`src/rtl/board_io_pkg.sv`:
```
// Shared types and constants for the board I/O controller: step-FSM states,
// mode encoding and the display slice-count helper.
package board_io_pkg;

    typedef enum logic [1:0] {
        IDLE,
        PULSE,
        WAIT_REL
    } step_state_t;

    localparam logic MODE_FREE = 1'b0;
    localparam logic MODE_STEP = 1'b1;

    function automatic int unsigned slices(input int unsigned data_w, input int unsigned led_w);
        return data_w / led_w;
    endfunction

endpackage

```
`src/rtl/board_io_ctrl_sw_debounce.sv`:
```
// One-bit input conditioner: 2-flop synchronizer followed by a counter that
// accepts a new level only after DEB_CYC consecutive differing samples.
module sw_debounce
    import board_io_pkg::*;
#(
    parameter int unsigned DEB_CYC = 16
) (
    input  logic clock_in,
    input  logic reset,
    input  logic raw,
    output logic stable
);

    localparam int unsigned CNT_W = (DEB_CYC > 2) ? $clog2(DEB_CYC) : 1;

    logic [1:0]       sync;
    logic [CNT_W-1:0] cnt;

    always_ff @(posedge clock_in or negedge reset) begin
        if (!reset) begin
            sync   <= '0;
            cnt    <= '0;
            stable <= 1'b0;
        end else begin
            sync <= {sync[0], raw};
            if (sync[1] == stable) begin
                cnt <= '0;
            end else if (cnt == CNT_W'(DEB_CYC - 1)) begin
                stable <= sync[1];
                cnt    <= '0;
            end else begin
                cnt <= cnt + CNT_W'(1);
            end
        end
    end

endmodule

```
`src/rtl/board_io_ctrl.sv`:
```
// Board I/O controller: debounced switches/step button, free-run or single-step
// CPU clock-enable, and LED byte-slice display. Optional: BOARD_IO_HEARTBEAT_EN.
module board_io_ctrl
    import board_io_pkg::*;
#(
    parameter int unsigned SW_W    = 4,
    parameter int unsigned LED_W   = 8,
    parameter int unsigned CH_N    = 2,
    parameter int unsigned DATA_W  = 32,
    parameter int unsigned DEB_CYC = 16,
    parameter logic [23:0] DIV_MAX = 24'd9_999_999
) (
    input  logic                     clock_in,
    input  logic                     reset,
    input  logic [SW_W-1:0]          switch,
    input  logic                     step_btn,
    input  logic [CH_N*DATA_W-1:0]   ch_data,
    output logic [LED_W-1:0]         led,
    output logic                     cpu_clk_en,
    output logic [SW_W-1:0]          sw_stable
);

    localparam int unsigned SLICES = slices(DATA_W, LED_W);
    localparam int unsigned SEL_W  = SW_W - 1;

    logic              step_deb;
    logic              step_q;
    logic              mode_q;
    logic              released;
    logic [23:0]       div;
    logic [23:0]       div_nxt;
    step_state_t       state;
    logic [SEL_W-1:0]  sel;
    int unsigned       sel_ch;
    int unsigned       sel_sl;
    logic [LED_W-1:0]  slice;

    for (genvar i = 0; i < SW_W; i++) begin : g_sw_deb
        sw_debounce #(.DEB_CYC(DEB_CYC)) u_deb (
            .clock_in (clock_in),
            .reset    (reset),
            .raw      (switch[i]),
            .stable   (sw_stable[i])
        );
    end

    sw_debounce #(.DEB_CYC(DEB_CYC)) u_step_deb (
        .clock_in (clock_in),
        .reset    (reset),
        .raw      (step_btn),
        .stable   (step_deb)
    );

    assign sel     = sw_stable[SW_W-1:1];
    assign div_nxt = (div == DIV_MAX) ? '0 : div + 24'd1;

    // The strobe is registered alongside the divider so it is high exactly
    // while div==DIV_MAX (FREE) or while the FSM sits in PULSE (STEP).
    always_ff @(posedge clock_in or negedge reset) begin
        if (!reset) begin
            released   <= 1'b0;
            div        <= '0;
            cpu_clk_en <= 1'b0;
            state      <= IDLE;
            mode_q     <= MODE_FREE;
            step_q     <= 1'b0;
        end else begin
            released   <= 1'b1;
            mode_q     <= sw_stable[0];
            step_q     <= step_deb;
            cpu_clk_en <= 1'b0;
            if (sw_stable[0] != mode_q) begin
                div   <= '0;
                state <= IDLE;
            end else if (sw_stable[0] == MODE_FREE) begin
                state <= IDLE;
                if (released) begin
                    div        <= div_nxt;
                    cpu_clk_en <= (div_nxt == DIV_MAX);
                end
            end else begin
                div <= '0;
                case (state)
                    IDLE: begin
                        if (step_deb && !step_q) begin
                            state      <= PULSE;
                            cpu_clk_en <= 1'b1;
                        end
                    end
                    PULSE:    state <= WAIT_REL;
                    WAIT_REL: if (!step_deb) state <= IDLE;
                    default:  state <= IDLE;
                endcase
            end
        end
    end

    always_comb begin
        sel_ch = 32'(sel) / SLICES;
        sel_sl = 32'(sel) % SLICES;
        slice  = '0;
        if (sel_ch < CH_N) begin
            slice = ch_data[sel_ch*DATA_W + sel_sl*LED_W +: LED_W];
        end
    end

`ifdef BOARD_IO_HEARTBEAT_EN
    logic heartbeat;

    always_ff @(posedge clock_in or negedge reset) begin
        if (!reset) begin
            heartbeat <= 1'b0;
            led       <= '0;
        end else begin
            heartbeat <= heartbeat ^ cpu_clk_en;
            led       <= {heartbeat, slice[LED_W-2:0]};
        end
    end
`else
    always_ff @(posedge clock_in or negedge reset) begin
        if (!reset) begin
            led <= '0;
        end else begin
            led <= slice;
        end
    end
`endif

endmodule

```
`config.mk`:
```
export PLATFORM = sky130hd
export DESIGN_NAME = board_io_ctrl
export DESIGN_NICKNAME = d
export VERILOG_FILES = /design/src/rtl/board_io_pkg.sv /design/src/rtl/board_io_ctrl_sw_debounce.sv /design/src/rtl/board_io_ctrl.sv
export SDC_FILE = /design/constraint.sdc
export NUM_CORES = 1
export LEC_CHECK = 0
export ABC_AREA = 1
export CORE_MARGIN = 1
export CORE_UTILIZATION = 42
export CTS_CLUSTER_DIAMETER = 120
export DETAILED_ROUTE_END_ITERATION = 8
export PLACE_DENSITY = 0.68
export SYNTH_ARGS = -nofsm -noshare
export SYNTH_HDL_FRONTEND = slang
export SYNTH_SLANG_ARGS = --single-unit
```
`constraint.sdc`:
```
create_clock -name clock_in -period 2.8 [get_ports clock_in]
set_clock_uncertainty 0.15 [all_clocks]
set_input_delay 0.56 -clock clock_in [delete_from_list [all_inputs] [get_ports clock_in]]
set_output_delay 0.56 -clock clock_in [all_outputs]
set_load 0.05 [all_outputs]
```
==> results of run 1 <==
[Yosys cell counts]
| cell | number | area share |
|---|---|---|
| o21ai_0 | 41 | 0.051 |
| inv_2 | 2 | 0.0019 |
| nand2_1 | 84 | 0.079 |
| nor2_2 | 9 | 0.014 |
| mux2_2 | 1 | 0.0028 |
| conb_1 | 1 | 0.00094 |
| nor3_1 | 3 | 0.0037 |
| nor2_4 | 4 | 0.011 |
| clkinv_1 | 6 | 0.0056 |
| xnor2_1 | 10 | 0.022 |
| dfrtp_1 | 73 | 0.46 |
| a32o_1 | 1 | 0.0025 |
| nor2_1 | 115 | 0.11 |
| inv_1 | 46 | 0.043 |
| nand4_1 | 7 | 0.011 |
| xor2_1 | 12 | 0.026 |
| nand3_2 | 1 | 0.0025 |
| nand3_1 | 33 | 0.041 |
| nand2_4 | 2 | 0.0056 |
| a22o_1 | 2 | 0.0044 |
| o31ai_1 | 1 | 0.0019 |
| nor2_8 | 1 | 0.0050 |
| a21oi_1 | 5 | 0.0062 |
| a31oi_1 | 8 | 0.012 |
| clkbuf_1 | 12 | 0.011 |
| nand2_2 | 5 | 0.0078 |
| o22ai_1 | 22 | 0.034 |
| and2_1 | 1 | 0.0016 |
| buf_2 | 1 | 0.0012 |
| buf_4 | 4 | 0.0075 |
| ha_1 | 6 | 0.019 |
[cell usage in the layout, fill, tap and decap left out, types with 2 or more instances in the layout]
| cell type | synthesis | routed |
|---|---|---|
| a21oi_1 | 5 | 5 |
| a22o_1 | 2 | 2 |
| a31oi_1 | 8 | 8 |
| buf_4 | 4 | 6 |
| clkbuf_8 | 0 | 9 |
| clkdlybuf4s50_1 | 0 | 81 |
| clkinv_1 | 6 | 6 |
| clkinv_4 | 0 | 2 |
| dfrtp_1 | 73 | 73 |
| ha_1 | 6 | 6 |
| inv_1 | 46 | 46 |
| inv_2 | 2 | 2 |
| inv_8 | 0 | 2 |
| nand2_1 | 84 | 84 |
| nand2_2 | 5 | 5 |
| nand2_4 | 2 | 2 |
| nand3_1 | 33 | 33 |
| nand4_1 | 7 | 7 |
| nor2_1 | 115 | 115 |
| nor2_2 | 9 | 9 |
| nor2_4 | 4 | 4 |
| nor3_1 | 3 | 3 |
| o21ai_0 | 41 | 41 |
| o22ai_1 | 22 | 22 |
| xnor2_1 | 10 | 10 |
| xor2_1 | 12 | 12 |
[through the flow]
| stage | total power, mW | instances | hold slack (ns) |
|---|---|---|---|
| floorplan | 1.38 | 519 | 0.114 |
| detailed placement | 1.55 | 718 | 0.185 |
| global placement | 1.54 | 718 | 0.183 |
| CTS | 2.45 | 734 | 0.207 |
| finish | 2.42 | 734 | 0.179 |
| global route | 2.54 | 734 | 0.211 |
[routing by layer]
| metal | up-vias | GRT usage |
|---|---|---|
| met4 | 0 | 0.0950 |
| met3 | 19 | 0.0541 |
| li1 | 1842 | - |
| met5 | - | 0 |
| met2 | 110 | 0.347 |
| met1 | 1687 | 0.279 |
[logic make-up (layout without fill, tap and decap cells)]
logic type | count (synthesis) | after routing | synth area share
AO/OA/AOI/OAI | 80 | 80 | 0.113
XOR/XNOR | 22 | 22 | 0.0481
adder cells (fa/ha/maj) | 6 | 6 | 0.0187
buffers and inverters | 71 | 157 | 0.0706
flip-flops | 73 | 73 | 0.456
multiplexers | 1 | 1 | 0.00281
other | 1 | 1 | 0.000936
AND/OR/NAND/NOR | 265 | 265 | 0.290
[sequential cells by signal, summed over array words and instances, names as in the netlist, 2 cells and up]
signal,flops
led,8
div,24
g_sw_deb.u_deb.stable,4
state,2
u_step_deb.sync,2
g_sw_deb.u_deb.sync,8
g_sw_deb.u_deb.cnt,16
u_step_deb.cnt,4
[final timing paths]
path                                       endpoint  slack, ns
max                                    sw_stable[0]       0.46
min                        g_sw_deb[3].u_deb.cnt[0]       0.18
max reg2reg                              cpu_clk_en       0.74
min reg2reg                      u_step_deb.sync[1]       0.20
max in group asynchronous                   div[11]       1.71
min in group clock_in            u_step_deb.sync[1]       0.20
[cell type report]
| type | instances | area (um^2) |
|---|---|---|
| Multi-Input combinational cell | 375 | 1900 |
| Sequential cell | 73 | 1830 |
| Inverter | 54 | 203 |
| Tap cell | 129 | 161 |
| Clock inverter | 7 | 86.3 |
| Fill cell | 891 | 4090 |
| Timing Repair Buffer | 87 | 856 |
| Clock buffer | 9 | 124 |
[power by group through the flow]
stage / clock network, mW / logic [mW] / registers [mW]
2_1_floorplan: 0 / 0.170 / 1.21
5_1_grt: 0.955 / 0.393 / 1.19
6_report: 0.888 / 0.353 / 1.18
4_1_cts: 0.914 / 0.358 / 1.18
3_3_place_gp: 0 / 0.352 / 1.19
3_5_place_dp: 0 / 0.357 / 1.20
==> metrics.txt, run 1 <==
metal3 WL=565 um; met2 WL=4640 um; # DRC=0; grt ovf=0; switching power=696 uW; fraction of layout cells with a size suffix above 1=0.0777; CP Cell Sequence=clkdlybuf4s50_1; status=completed; pre-CTS setup slack=0.802 ns; routed len/inst=13.6 um; Top delay family on crit path=buffers and inverters; die area=9940 um^2; Vias/cell=4.98; # rows=35; sequential fraction of the synthesis area=0.456; Setup crit start kind=flop; ant diodes=0; Final ANT Viol Nets=0; sequential group share of total power=0.487; Gate power share=0.146; final hold violations=0; Worst Path Max Fanout=6; Top Layer Used=met4; FF+latch count, synth=73; Starting Density=0.434; Final #Nets=677; critical path depth=1; Area growth, synth to finish=28.6%; largest net degree at the start of global routing=74; clk buf depth=2; CTS root buf=clkbuf_8; RSZ-0062 raised after global routing=no; Setup crit end kind=output pin; initial antenna violation count=0; data required time of the worst path=2.09 ns; synth unique cells=31; # H-tree levels=3; initial drt markers=150; Hold/Removal Path Class=input port to asynchronous set/reset pin; clk sinks=73; CTS tree=yes; vias in the first global route=3625; global-route wire length before repair=16900 um; IO Pins=84; syn_area_per_cell=7.72 um^2; hpwl dp=7380 um; switch share=0.288; Routability Congestion=0.885; Worst setup startpoint=g_sw_deb[0].u_deb.stable; total track usage=0.217; pwr/cell area=469 nW/um^2; min cycle time layout=2.34 ns; post-place instance area=4940 um^2; Initial DRT Pass Iterations=4; Port Buffers=83; final setup vio count=0; Arr. time, crit path=1.63 ns; cell area after synthesis=4010 um^2; die width=99.7 um; pins over their slew limit=0; design internal power=1.72 mW; Crit-path slowest cell=clkdlybuf4s50_1; Max-slew headroom=0.386; Clock transition at path regs=0.09 ns; Max VDD drop=0.000346 V; DR vias=3658; worst slew pin tran=0.920 ns; clock power share=0.367; Post-Route Setup TNS=0 ns; worst path buffer plus inverter count=1; Die Ht=99.7 um; syn_nets=596; final core utilization=0.558; Synthesis Warnings=0; FF-to-FF path depth=11; cts hold-fix bufs=0; DRT met1 WL=4530 um; Setup WS post-layout=0.462 ns; Peak Freq=0.428 GHz; static leakage=2.30 nW; number of max-cap violations=0; post-CTS setup buffer count=0; max incr delay on CP=0.84 ns; final worst path period share=0.835; TritonCTS Buffers=9; Total Wirelength=9980 um; Post-CTS Resized=0; Synth Instances=519; Core ar.=9240 um^2; kind of critical path=flop to output pin; Final Cell Area=5150 um^2; Clock Latency Late Sink=0.35 ns; Crit Reg-Reg Startpoint=div[1]
No activity file was read; power rests on OpenSTA's default activity.
==> inputs of run 2 (changes only) <==
==> constraint.sdc (replaced) <==
create_clock -name clock_in -period 2.25 [get_ports clock_in]
set_clock_uncertainty 0.15 [all_clocks]
set_input_delay 0.45 -clock clock_in [delete_from_list [all_inputs] [get_ports clock_in]]
set_output_delay 0.45 -clock clock_in [all_outputs]
set_load 0.05 [all_outputs]
==> run 2 against run 1 <==
Effect of this change:
- highest routed layer unchanged
- utilization is 0.56 points higher
- largest cell class unchanged
- power is 19% higher
- sequential share of layout area is 0.35 points lower
- routed wire length is 0.47% lower
- clock-buffer cell count stayed put
==> metrics.txt, run 2 (synthesis results as in run 1) <==
grt ovf=0; Max VDD drop=0.000358 V; initial antenna violation count=0; Crit-path slowest cell=clkdlybuf4s50_1; final hold violations=0; status=completed; Starting Density=0.434; commonest non-fill, non-tap cell in the layout=nor2_1; data required time of the worst path=1.65 ns; critical path depth=1; fraction of layout cells with a size suffix above 1=0.0852; multi-input gate area in the final layout=1900 um^2; Arr. time, crit path=1.58 ns; kind of critical path=flop to output pin; TritonCTS Buffers=9; worst slew pin tran=0.548 ns; clk buf depth=2; min cycle time layout=2.18 ns; die width=99.7 um; IO Pins=84; CTS tree=yes; pins over their slew limit=0; # DRC=0; Clock transition at path regs=0.09 ns; die area=9940 um^2; FF-to-FF path depth=12; Peak Freq=0.458 GHz; Top delay family on crit path=buffers and inverters; total track usage=0.213; Power Total=2.88 mW; worst path buffer plus inverter count=1; Biggest register=div; Post-Route Setup TNS=0 ns; fillcell total=879; Core ar.=9240 um^2; Final ANT Viol Nets=0; CTS root buf=clkbuf_8; vias in the first global route=3576; ant diodes=0; max incr delay on CP=0.83 ns; Clock Latency Late Sink=0.35 ns; final worst path period share=0.969; clk sinks=73; hold-critical path depth=0; # rows=35; hpwl dp=7470 um; most frequent cells in the layout=nor2_1 (115), nand2_1 (84), clkdlybuf4s50_1 (79); Port Buffers=83; routed len/inst=13.4 um; Crit Reg-Reg Startpoint=div[0]; flop2flop setup slack=0.33 ns; Max-slew headroom=0.633; Hold/Removal Path Class=flop to flop; largest net degree at the start of global routing=74; Largest regs=div: 24 flops, g_sw_deb.u_deb.cnt: 16 flops; initial drt markers=220; FF/Latch Area=1830 um^2; CP endpoint=sw_stable[3]; Vias/cell=5.00; Area growth, synth to finish=29.9%; final setup vio count=0; Routability Congestion=0.957; DR vias=3694; Worst Path Max Fanout=3; RSZ-0062 raised after global routing=no; # H-tree levels=3; Die Ht=99.7 um; max FFs per register=24; global-route wire length before repair=16700 um; pwr/cell area=553 nW/um^2; CP Cell Sequence=clkdlybuf4s50_1; Setup crit end kind=output pin; static leakage=2.33 nW; Setup crit start kind=flop; number of max-cap violations=0; Worst setup startpoint=g_sw_deb[3].u_deb.stable; Initial DRT Pass Iterations=4; Final #Nets=682; reg-to-reg endpoint=cpu_clk_en; Total Wirelength=9930 um
[run 2: layer usage]
layer	GRT usage	vias up	routed length [um]
li1	-	1847	-
met1	0.274	1720	4410
met2	0.350	115	4770
met3	0.0576	12	627
met4	0.0656	0	128
met5	0	-	0
[run 2: stage by stage]
stage	instance area, um^2	hold slack (ns)	util	instances	setup slack [ns]
after floorplan	4010	0.00441	-	519	0.554
after global placement	5010	0.184	0.542	722	0.422
after detailed placement	5010	0.185	0.542	722	0.363
after CTS	5200	0.200	0.563	739	0.00711
after global routing	5210	0.217	0.563	739	0.0142
final	5210	0.203	0.563	739	0.0688
[run 2: layout make-up]
cell class | count | share of cell area
inverters | 54 | 0.0389
repair buffers | 92 | 0.179
flip-flops and latches | 73 | 0.351
multi-input cells | 375 | 0.365
clock buffers | 9 | 0.0238
clock inverters | 7 | 0.0115
well taps | 129 | 0.0310
[run 2: worst min path at each step]
stage | startpoint | to
after floorplan | reset | cpu_clk_en
after global placement | g_sw_deb[2].u_deb.sync[0] | g_sw_deb[2].u_deb.sync[1]
after detailed placement | g_sw_deb[0].u_deb.sync[0] | g_sw_deb[0].u_deb.sync[1]
after CTS | u_step_deb.sync[0] | u_step_deb.sync[1]
after global routing | u_step_deb.sync[0] | u_step_deb.sync[1]
final | u_step_deb.sync[0] | u_step_deb.sync[1]
[run 2: where the power goes]
part / internal (mW) / switching [mW] / leakage, nW / total, mW
Sequential: 1.39 / 0.0719 / 0.956 / 1.46
Clock: 0.419 / 0.548 / 0.0848 / 0.967
Combinational: 0.224 / 0.225 / 1.29 / 0.448
Total: 2.03 / 0.845 / 2.33 / 2.88
[run 2: repair_timing]
item	in CTS	in global routing
endpoints found under the hold margin	73	0
setup buffers	0	0
resized for setup	0	1
hold buffers	1	0
endpoints found under the setup margin	0	1
==> inputs of run 3 (changes only) <==
--- a/config.mk
+++ b/config.mk
@@ -6,7 +6,6 @@
 export NUM_CORES = 1
 export LEC_CHECK = 0
 export ABC_AREA = 1
-export CORE_MARGIN = 1
 export CORE_UTILIZATION = 42
 export CTS_CLUSTER_DIAMETER = 120
 export DETAILED_ROUTE_END_ITERATION = 8
==> results of run 3 <==
No change in the layout: final DEF, timing and power equal those of run 2.
